--- config.mk ---
export PLATFORM = sky130hd
export DESIGN_NAME = serial_pattern_generator
export DESIGN_NICKNAME = d
export VERILOG_FILES = /design/src/rtl/serial_pattern_generator.sv
export SDC_FILE = /design/constraint.sdc
export NUM_CORES = 1
export LEC_CHECK = 0
export BUFFER_PORTS_ARGS = -buffer_cell sky130_fd_sc_hd__buf_2
export CORE_MARGIN = 2
export CORE_UTILIZATION = 50
export DETAILED_ROUTE_END_ITERATION = 10
export GPL_ROUTABILITY_DRIVEN = 0
export PLACE_DENSITY = 0.8
export REMOVE_ABC_BUFFERS = 1
export SETUP_SLACK_MARGIN = 0.2
export SKIP_LAST_GASP = 1
export SLEW_MARGIN = 30
export SYNTH_ARGS = -nofsm -noshare
export SYNTH_HDL_FRONTEND = slang
export SYNTH_SLANG_ARGS = --single-unit
--- constraint.sdc ---
create_clock -name clk -period 2.13 [get_ports clk]
set_input_delay 0.1065 -clock clk [delete_from_list [all_inputs] [get_ports clk]]
set_output_delay 0.1065 -clock clk [all_outputs]
set_load 0.02 [all_outputs]
--- src/rtl/serial_pattern_generator.sv ---
// Serial pattern generator: shifts a latched pattern out MSB-first with an optional
// repeat count and zero-filled gap cycles between repetitions. All outputs are registered.
module serial_pattern_generator #(
    parameter int PAT_W = 8,
    parameter int LEN_W = 4,
    parameter int REP_W = 4,
    parameter int GAP_W = 4
) (
    input  logic             clk,
    input  logic             rst,
    input  logic             start,
    input  logic             abort,
    input  logic [PAT_W-1:0] pattern,
    input  logic [LEN_W-1:0] len,
    input  logic [REP_W-1:0] reps,
    input  logic [GAP_W-1:0] gap,
    output logic             data,
    output logic             valid,
    output logic             busy,
    output logic             ready,
    output logic             done
);

    localparam logic [1:0] IDLE = 2'd0;
    localparam logic [1:0] SEND = 2'd1;
    localparam logic [1:0] GAP  = 2'd2;
    localparam logic [1:0] DONE = 2'd3;

    localparam logic [LEN_W-1:0] LEN_ONE = LEN_W'(1);
    localparam logic [LEN_W-1:0] LEN_MAX = LEN_W'(PAT_W);
    localparam logic [REP_W-1:0] REP_ONE = REP_W'(1);
    localparam logic [GAP_W-1:0] GAP_ONE = GAP_W'(1);

    logic [1:0]       state;
    logic [PAT_W-1:0] pat_q;
    logic [LEN_W-1:0] len_q;
    logic [GAP_W-1:0] gap_q;
    logic [LEN_W-1:0] bit_idx;
    logic [REP_W-1:0] rep_cnt;
    logic [GAP_W-1:0] gap_cnt;
    logic             len_ok;

    // Pattern bit selected through a shift so the index width need not match clog2(PAT_W).
    function automatic logic bit_at(input logic [PAT_W-1:0] p, input logic [LEN_W-1:0] idx);
        logic [PAT_W-1:0] s;
        s = p >> idx;
        return s[0];
    endfunction

    always_comb begin
        len_ok = 1'b0;
        len_ok = (len != '0) && (len <= LEN_MAX);
    end

    always_ff @(posedge clk) begin
        if (rst) begin
            state   <= IDLE;
            pat_q   <= '0;
            len_q   <= '0;
            gap_q   <= '0;
            bit_idx <= '0;
            rep_cnt <= '0;
            gap_cnt <= '0;
            data    <= 1'b0;
            valid   <= 1'b0;
            busy    <= 1'b0;
            ready   <= 1'b1;
            done    <= 1'b0;
        end else begin
            case (state)
                IDLE: begin
                    if (start && len_ok) begin
                        pat_q   <= pattern;
                        len_q   <= len;
                        gap_q   <= gap;
                        rep_cnt <= reps;
                        bit_idx <= len - LEN_ONE;
                        data    <= bit_at(pattern, len - LEN_ONE);
                        valid   <= 1'b1;
                        busy    <= 1'b1;
                        ready   <= 1'b0;
                        state   <= SEND;
                    end
                end

                SEND: begin
                    if (abort) begin
                        state <= IDLE;
                        data  <= 1'b0;
                        valid <= 1'b0;
                        busy  <= 1'b0;
                        ready <= 1'b1;
                    end else if (bit_idx != '0) begin
                        bit_idx <= bit_idx - LEN_ONE;
                        data    <= bit_at(pat_q, bit_idx - LEN_ONE);
                    end else if (rep_cnt != '0) begin
                        rep_cnt <= rep_cnt - REP_ONE;
                        if (gap_q != '0) begin
                            // gap_cnt holds the gap cycles remaining after the current one
                            gap_cnt <= gap_q - GAP_ONE;
                            data    <= 1'b0;
                            valid   <= 1'b0;
                            state   <= GAP;
                        end else begin
                            bit_idx <= len_q - LEN_ONE;
                            data    <= bit_at(pat_q, len_q - LEN_ONE);
                        end
                    end else begin
                        state <= DONE;
                        data  <= 1'b0;
                        valid <= 1'b0;
                        busy  <= 1'b0;
                        done  <= 1'b1;
                    end
                end

                GAP: begin
                    if (abort) begin
                        state <= IDLE;
                        data  <= 1'b0;
                        valid <= 1'b0;
                        busy  <= 1'b0;
                        ready <= 1'b1;
                    end else if (gap_cnt == '0) begin
                        bit_idx <= len_q - LEN_ONE;
                        data    <= bit_at(pat_q, len_q - LEN_ONE);
                        valid   <= 1'b1;
                        state   <= SEND;
                    end else begin
                        gap_cnt <= gap_cnt - GAP_ONE;
                    end
                end

                DONE: begin
                    state <= IDLE;
                    done  <= 1'b0;
                    ready <= 1'b1;
                end

                default: begin
                    state <= IDLE;
                    data  <= 1'b0;
                    valid <= 1'b0;
                    busy  <= 1'b0;
                    ready <= 1'b1;
                    done  <= 1'b0;
                end
            endcase
        end
    end

endmodule

==> results of run 1 <==
critical path, cell delays in order, from the launching register on:
cell      delay, ns
dfxtp_2        0.35
inv_2          0.05
ha_4           0.15
xnor2_2        0.12
buf_4          0.15
mux4_2         0.50
mux2_4         0.28
a211oi_2       0.25
a211oi_2       0.05
cells by family after synthesis:
kind of cell	Yosys count	share of synthesized area [%]
compound gates	55	18.56
xor+xnor	5	1.981
fa+ha+maj	10	5.659
buf+inv	27	4.640
flops	35	31.69
mux	31	17.66
simple gates	86	19.81
power breakdown:
part	total (mW)	switching (mW)	internal, mW	leakage (nW)
logic	2.16	1.17	0.994	0.876
registers	0.954	0.146	0.809	0.289
clock network	0.549	0.253	0.295	0.0515
registers in the layout (all words and copies together) (netlist names):
register	flops
pat_q	8
bit_idx	4
gap_cnt	4
gap_q	4
len_q	4
rep_cnt	4
state	2
busy	1
data	1
done	1
ready	1
valid	1
through the flow:
| stage | total power, mW | cells |
|---|---|---|
| 6_report | 3.663 | 353 |
| 3_3_place_gp | 2.621 | 337 |
| 4_1_cts | 3.373 | 351 |
| 5_1_grt | 3.873 | 353 |
| 3_5_place_dp | 2.656 | 337 |
| 2_1_floorplan | 2.129 | 241 |
worst min-delay path by stage:
stage,cells after the start,to,start
2_1_floorplan,1,bit_idx[0],rst
3_3_place_gp,3,gap_q[2],gap[2]
3_5_place_dp,3,gap_q[2],gap[2]
4_1_cts,3,gap_q[2],gap[2]
5_1_grt,3,gap_q[2],gap[2]
6_report,3,gap_q[0],gap[0]
what timing repair did:
item                                    4_1_cts  5_1_grt
setup buffers                                 6        2
endpoints found under the setup margin       13       16
hold buffers                                  0        0
gates resized for setup                      14       34
pin swaps                                     6        9
layout by cell type, fill, tap and decap left out, types with 4 or more instances in the layout:
cell	synthesis	routed
a21oi_1	9	7
buf_2	1	28
buf_4	0	22
clkbuf_8	0	7
dfxtp_1	35	30
dfxtp_2	0	5
ha_1	10	4
ha_4	0	4
inv_1	18	14
mux2i_1	21	20
mux4_2	6	6
nand2_1	11	10
nand2b_1	4	4
nand3_1	6	6
nor2_1	34	33
nor3_1	7	7
o21ai_0	12	9
area by class of cell:
cell class                      count  area, um^2  area share (%)
Multi-Input combinational cell    187        1584           55.38
Timing Repair Buffer               52       327.8           11.46
Tap cell                           52       65.06           2.275
Clock buffer                        8       100.1           3.500
Inverter                           19       76.32           2.668
Sequential cell                    35       706.9           24.72
layer usage:
metal / global-route usage (%) / vias to the layer above / part of all wire [%]
met2: 39.31 / 116 / 49
li1: - / 1019 / -
met5: 0 / - / 0
met4: 12.39 / 0 / 3.9
met1: 31.17 / 1023 / 40
met3: 5.916 / 30 / 7.0
==> out/qor.txt, run 1 <==
Peak VDD IR: 748.0 uV
arrival time worst endpoint: 2.19 ns
Avg WL per Cell: 17.80 um
final WL: 6285 um
Gate Count Post-Synth: 249
CP Class: register to register
Fmax: 498.9 MHz
Worst Path Required: 2.32 ns
CP Launch Point: len_q[1]
max_slew headroom: 75.50%
CTS root buffer: clkbuf_8
endpoints failing hold: 0
post-synth cell types: 54
vias: 2188
grt total ovfl: 0
final-layout fill cell count: 312
flop-to-flop setup slack: 0.13 ns
synthesized area: 2211 um^2
vias in the first global route: 2050
Final min period: 2.004 ns
Core ar.: 4294 um^2
Residual DRC: 0
Ys Warns: 0
status: finished, final reports clean
first-pass GRT wire length: 9625 um
most common cell in the netlist: dfxtp_1
CTS tree: built
Main synth FF type: dfxtp_1
dpl hpwl: 4081 um
Die Footprint: 4970 um^2
CTS Sinks: 35
Critical Path End: data
initial antenna violation count: 0
final slew viol count: 0
Post-synth EDFFs: 0
Placed Instance Area: 2505 um^2
Via density: 6.198
worst-skew pair later-pin latency: 0.30 ns
DP Worst Slack: 0.05436 ns
Iter 0 DRT Violations: 196
RSZ-0062 raised after global routing: yes
Area contributors post-synth: dfxtp_1 32%, mux2i_1 9.5%, mux4_2 6.1%, nor2_1 5.8%, ha_1 5.7%
post-synth top area cell: dfxtp_1
PD cells: 1281 nW/um^2
# IOs: 29
Setup crit start kind: register
Yosys reg bits: 35
Clock Skews: 0.01020 ns
hold_ws: 0.05374 ns
synthesized area per cell: 8.879 um^2
Worst Reg-to-Reg Cells: 8
1st-pass router iterations: 7
layout cells sized above 1: 35.88%
Area Overhead vs Synth: 29.37%
Leak Pwr: 1.216 nW
sequential area share after synthesis: 31.69%
largest net degree at the start of global routing: 25
NumNets Final: 334
setup TNS: 0 ns
CP max FO: 4
Yosys top cell area share: 31.69%
Setup-failing EPs final: 0
Design Area, Final: 2860 um^2
Tcrit/Tclk final: 94.10%
H-tree depth: 2
CP Capture Type: register
ys async rst share: 0%
row count: 24
Clock transition at path regs: 0.08 ns
Max Buffers Root-to-Sink: 2
Final Core Density: 66.61%
Die Ht: 70.50 um
Post-DRT Antenna Nets: 0
CTS Buf Count: 5
worst-margin pin slew: 0.3573 ns
# diodes: 0
worst r2r src: len_q[1]
top cells by count, synth: 35 x dfxtp_1, 34 x nor2_1, 21 x mux2i_1, 18 x inv_1, 12 x o21ai_0
Initial Util: 51.49%
Die W: 70.50 um
FF-to-FF End: data
worst min-delay path category: input pin to register
I/O Buffers: 28
final setup margin: 0.1256 ns
max-cap check violation count: 0
gr usage total: 24.74%
Power figures use the tool's default switching activity.
==> inputs of run 2 (changes only) <==
==> constraint.sdc (replaced) <==
create_clock -name clk -period 2.13 [get_ports clk]
set_input_delay 0.426 -clock clk [delete_from_list [all_inputs] [get_ports clk]]
set_output_delay 0.426 -clock clk [all_outputs]
set_load 0.02 [all_outputs]
==> out/qor.txt, run 2 (synthesis results as in run 1) <==
flop-to-flop setup slack: 0.11 ns
CP max FO: 4
Peak VDD IR: 655.1 uV
CP Class: register to register
Max Buffers Root-to-Sink: 2
Via density: 5.945
Setup-failing EPs final: 0
Iter 0 DRT Violations: 159
FF-to-FF End: valid
most common cell after layout, fill and taps aside: nor2_1
# IOs: 29
max-cap check violation count: 0
Worst Path Required: 2.32 ns
endpoints failing hold: 0
final slew viol count: 0
CP Capture Type: register
status: finished, final reports clean
max FFs per register: 8
Worst Reg-to-Reg Cells: 8
final WL: 6179 um
Die Ht: 70.50 um
area occupied by multi-input gates: 1515 um^2
worst r2r src: bit_idx[1]
Placed Instance Area: 2527 um^2
worst min-delay path category: input pin to register
CTS Sinks: 35
Area Overhead vs Synth: 28.98%
Setup crit start kind: register
initial antenna violation count: 0
NumNets Final: 343
Hold Path Depth: 3
hold_ws: 0.3604 ns
hold_sp: gap[3]
I/O Buffers: 28
Die W: 70.50 um
Clock transition at path regs: 0.07 ns
Initial Util: 51.49%
Residual DRC: 0
final-layout fill cell count: 352
Leak Pwr: 1.245 nW
worst-path cell chain: inv_2, ha_4, or3b_4, buf_6, a21oi_4, buf_4, o2111ai_1, o311a_1
Final min period: 2.023 ns
largest net degree at the start of global routing: 21
1st-pass router iterations: 4
Die Footprint: 4970 um^2
Worst Hold End: gap_q[3]
H-tree depth: 2
Critical-path top delay cell: or3b_4
max_slew headroom: 65.59%
first-pass GRT wire length: 10050 um
CTS Buf Count: 5
CP max stage delay: 0.43 ns
# diodes: 0
gr usage total: 25.47%
CTS tree: built
Tcrit/Tclk final: 94.97%
worst-skew pair later-pin latency: 0.30 ns
DP Worst Slack: -0.02262 ns
grt total ovfl: 0
arrival time worst endpoint: 2.21 ns
Post-DRT Antenna Nets: 0
Clock Skews: 0.007671 ns
Largest Register: pat_q
most frequent cells in the layout: 34 x nor2_1, 32 x buf_4, 29 x dfxtp_1
row count: 24
vias: 2152
Reg area: 708.2 um^2
RSZ-0062 raised after global routing: yes
final setup margin: 0.1072 ns
layout cells sized above 1: 35.81%
CTS root buffer: clkbuf_8
Core ar.: 4294 um^2
PD cells: 1295 nW/um^2
vias in the first global route: 2108
Design Area, Final: 2851 um^2
Final Core Density: 66.40%
worst-margin pin slew: 0.5119 ns
Fmax: 494.4 MHz
dpl hpwl: 4203 um
Avg WL per Cell: 17.07 um
-- run 2: changes by cell type in the layout (fill, tap and decap cells not counted), moves of 2 or more --
cell,previous run,this run
a211oi_1,3,5
a211oi_2,3,1
buf_4,22,32
inv_2,2,4
inv_4,2,0
nor4_1,3,5
-- run 2: cell type report --
class | instances | area share [%]
tap | 52 | 2.282
sequential | 35 | 24.84
timing repair buffer | 61 | 13.73
multi-input combinational | 187 | 53.14
inverter | 19 | 2.501
clock buffer | 8 | 3.510
-- run 2: through the flow --
stage,std cells,total power [mW],setup TNS (ns)
3_5_place_dp,340,2.662,-0.02679
6_report,362,3.692,0
2_1_floorplan,241,2.129,-0.1750
3_3_place_gp,340,2.619,0
5_1_grt,362,3.907,0
4_1_cts,355,3.438,0
-- run 2: routing by layer --
metal / vias up / GRT usage (%) / wire [um]
met5: - / 0 / 0
met1: 1004 / 30.01 / 2469
met3: 24 / 5.339 / 406
met4: 0 / 10.68 / 187
li1: 1032 / - / -
met2: 92 / 44.44 / 3115
-- run 2: how the worst max path moves through the flow --
stage	from	end	slack (ns)	depth (start not counted)
after floorplan	len[0]	gap_q[0]	-0.01	7
after global placement	len_q[0]	data	0.05	8
after detailed placement	len[0]	data	-0.02	8
after CTS	len_q[0]	data	0.16	8
after global routing	state[0]	gap_cnt[2]	0.04	7
final	bit_idx[1]	valid	0.11	8
-- run 2: report_power, final --
| group | total, mW | internal [mW] | leakage (nW) | switching, mW |
|---|---|---|---|---|
| clock network | 0.534 | 0.295 | 0.0515 | 0.239 |
| registers | 0.952 | 0.811 | 0.289 | 0.141 |
| logic | 2.21 | 1.07 | 0.904 | 1.14 |
-- run 2: what timing repair did --
| item | 4_1_cts | 5_1_grt |
|---|---|---|
| setup buffers | 7 | 7 |
| pin swaps | 6 | 12 |
| hold buffers | 0 | 0 |
| setup endpoints to repair | 14 | 17 |
| resized for setup | 21 | 13 |
-- run 2: critical path: cells and delay by family, from the launching register on --
kind | cells | cell delay, ns
buffers and inverters | 3 | 0.35
adders and majority gates | 1 | 0.15
AOI/OAI and AO/OA | 3 | 0.64
and+or+nand+nor | 1 | 0.43
DFF | 1 | 0.33
==> inputs of run 3 (changes only) <==
--- a/config.mk
+++ b/config.mk
@@ -5,6 +5,7 @@
 export SDC_FILE = /design/constraint.sdc
 export NUM_CORES = 1
 export LEC_CHECK = 0
+export ABC_AREA = 1
 export BUFFER_PORTS_ARGS = -buffer_cell sky130_fd_sc_hd__buf_2
 export CORE_MARGIN = 2
 export CORE_UTILIZATION = 50
==> out/qor.txt, run 3 <==
largest net degree at the start of global routing: 29
Tcrit/Tclk final: 83.96%
vias: 2243
Initial Util: 52.51%
top cells by count, synth: 73 x nand2_1, 37 x nor2_1, 36 x o21ai_0, 35 x dfxtp_1, 34 x inv_1
setup TNS: 0 ns
Ys Warns: 0
max_slew headroom: 77.42%
CTS Buf Count: 5
post-synth cell types: 33
RSZ-0062 raised after global routing: yes
Die Ht: 71.86 um
initial antenna violation count: 0
Setup crit start kind: register
Fmax: 559.2 MHz
# diodes: 0
Core ar.: 4384 um^2
Iter 0 DRT Violations: 127
worst r2r src: state[0]
Placed Instance Area: 2472 um^2
max-cap check violation count: 0
Gate Count Post-Synth: 343
Avg WL per Cell: 12.17 um
CP Class: register to register
Critical Path End: state[1]
synthesized area: 2302 um^2
ys async rst share: 0%
CTS tree: built
Leak Pwr: 1.186 nW
endpoints failing hold: 0
CP Launch Point: state[0]
H-tree depth: 2
cts hold-fix bufs: 0
Clock transition at path regs: 0.07 ns
Yosys reg bits: 35
status: finished, final reports clean
Yosys top cell area share: 30.43%
final WL: 5158 um
most common cell after layout, fill and taps aside: nand2_1
Clock Skews: 0.006372 ns
# IOs: 29
Area contributors post-synth: dfxtp_1 30%, nand2_1 12%, o21ai_0 7.8%, a21oi_1 6.1%, nor2_1 6.0%
arrival time worst endpoint: 2.01 ns
Die Footprint: 5163 um^2
FF-to-FF End: state[1]
Main synth FF type: dfxtp_1
Peak VDD IR: 569.0 uV
vias in the first global route: 2075
gr usage total: 21.72%
most common cell in the netlist: nand2_1
Post-synth EDFFs: 0
CTS Sinks: 35
Final min period: 1.788 ns
layout cells sized above 1: 18.55%
Residual DRC: 0
flop-to-flop setup slack: 0.34 ns
CP max FO: 12
1st-pass router iterations: 5
post-synth top area cell: dfxtp_1
worst min-delay path category: input pin to register
final-layout fill cell count: 428
row count: 24
synthesized area per cell: 6.712 um^2
Worst Reg-to-Reg Cells: 8
grt total ovfl: 0
max FFs per register: 8
NumNets Final: 406
final slew viol count: 0
dpl hpwl: 3931 um
Area Overhead vs Synth: 12.01%
first-pass GRT wire length: 8949 um
sequential area share after synthesis: 30.43%
Setup-failing EPs final: 0
Final Core Density: 58.82%
worst-margin pin slew: 0.3351 ns
Die W: 71.86 um
worst-skew pair later-pin latency: 0.29 ns
CP Capture Type: register
CTS root buffer: clkbuf_8
Largest Register: pat_q
I/O Buffers: 28
PD cells: 1439 nW/um^2
Via density: 5.290
Design Area, Final: 2579 um^2
Post-DRT Antenna Nets: 0
most frequent cells in the layout: 73 x nand2_1, 37 x nor2_1, 35 x o21ai_0
Worst Path Required: 2.35 ns
Max Buffers Root-to-Sink: 2
-- run 3: changes by cell type in the layout (fill, tap and decap cells not counted), sizes merged, moves of 7 or more --
cell   before  now
mux2i      21    0
nand3       6   32
o21ai      12   44
nand2      11   76
inv        18   45
a21oi      10   30
nor3        7    0
nor2       34   41
buf        61   31
-- run 3: per-layer routing --
layer / up-vias / GRT usage (%) / wire length (um)
li1: 1184 / - / -
met4: 0 / 6.709 / 77
met5: - / 0 / 0
met3: 7 / 4.501 / 307
met1: 982 / 29.63 / 2516
met2: 70 / 34.57 / 2257
-- run 3: cell type report --
class                           count  area (um^2)  share of cell area (%)
Multi-Input combinational cell    254         1375                   53.32
Tap cell                           52        65.06                   2.523
Timing Repair Buffer               31        162.7                   6.308
Inverter                           45        171.4                   6.647
Clock buffer                        6        72.57                   2.814
Clock inverter                      1        30.03                   1.164
Sequential cell                    35        701.9                   27.22
-- run 3: cells by family (layout without fill, tap and decap cells) --
family / Yosys count / count (layout) / synth area share (%)
AOI/OAI and AO/OA: 84 / 84 / 20.38
xor gates and xnor gates: 5 / 5 / 1.902
adders and majority gates: 10 / 10 / 5.435
buffers and inverters: 54 / 83 / 9.946
DFF: 35 / 35 / 30.43
and+or+nand+nor: 155 / 155 / 31.90
-- run 3: power by group --
part	switching [mW]	internal, mW	total [mW]	leakage (nW)
registers	0.128	0.858	0.986	0.288
logic	1.39	0.752	2.14	0.846
clock network	0.237	0.343	0.580	0.0513
-- run 3: timing repair --
action | in CTS | in global routing
hold endpoints to repair | 0 | 0
setup buffers | 0 | 0
endpoints found under the setup margin | 0 | 8
gates resized for setup | 0 | 3
-- run 3: critical path: stages, from the launching register on --
cell and delay [ns]:
dfxtp_1 0.33, inv_1 0.11, ha_2 0.32, inv_1 0.12
nor2_1 0.26, nand2_1 0.13, nand4_1 0.18, o21ai_0 0.12
a21oi_1 0.14
-- run 3: how the worst min path moves through the flow --
| stage | endpoint | slack (ns) | start | cells past startpoint |
|---|---|---|---|---|
| after floorplan | bit_idx[1] | 0.44 | bit_idx[1] | 2 |
| after global placement | busy | 0.46 | busy | 2 |
| after detailed placement | pat_q[5] | 0.46 | pat_q[5] | 2 |
| after CTS | gap_q[1] | 0.36 | gap[1] | 3 |
| after global routing | pat_q[1] | 0.39 | pattern[1] | 3 |
| final | gap_q[1] | 0.36 | gap[1] | 3 |
-- run 3: stage by stage --
step	setup WS [ns]	power [mW]	cells	hold slack (ns)
2_1_floorplan	0.4955	2.651	334	0.4375
3_3_place_gp	0.2932	3.080	417	0.4624
3_5_place_dp	0.2842	3.107	417	0.4639
4_1_cts	0.2639	3.697	424	0.3574
5_1_grt	0.1899	4.062	424	0.3901
6_report	0.3416	3.710	424	0.3573
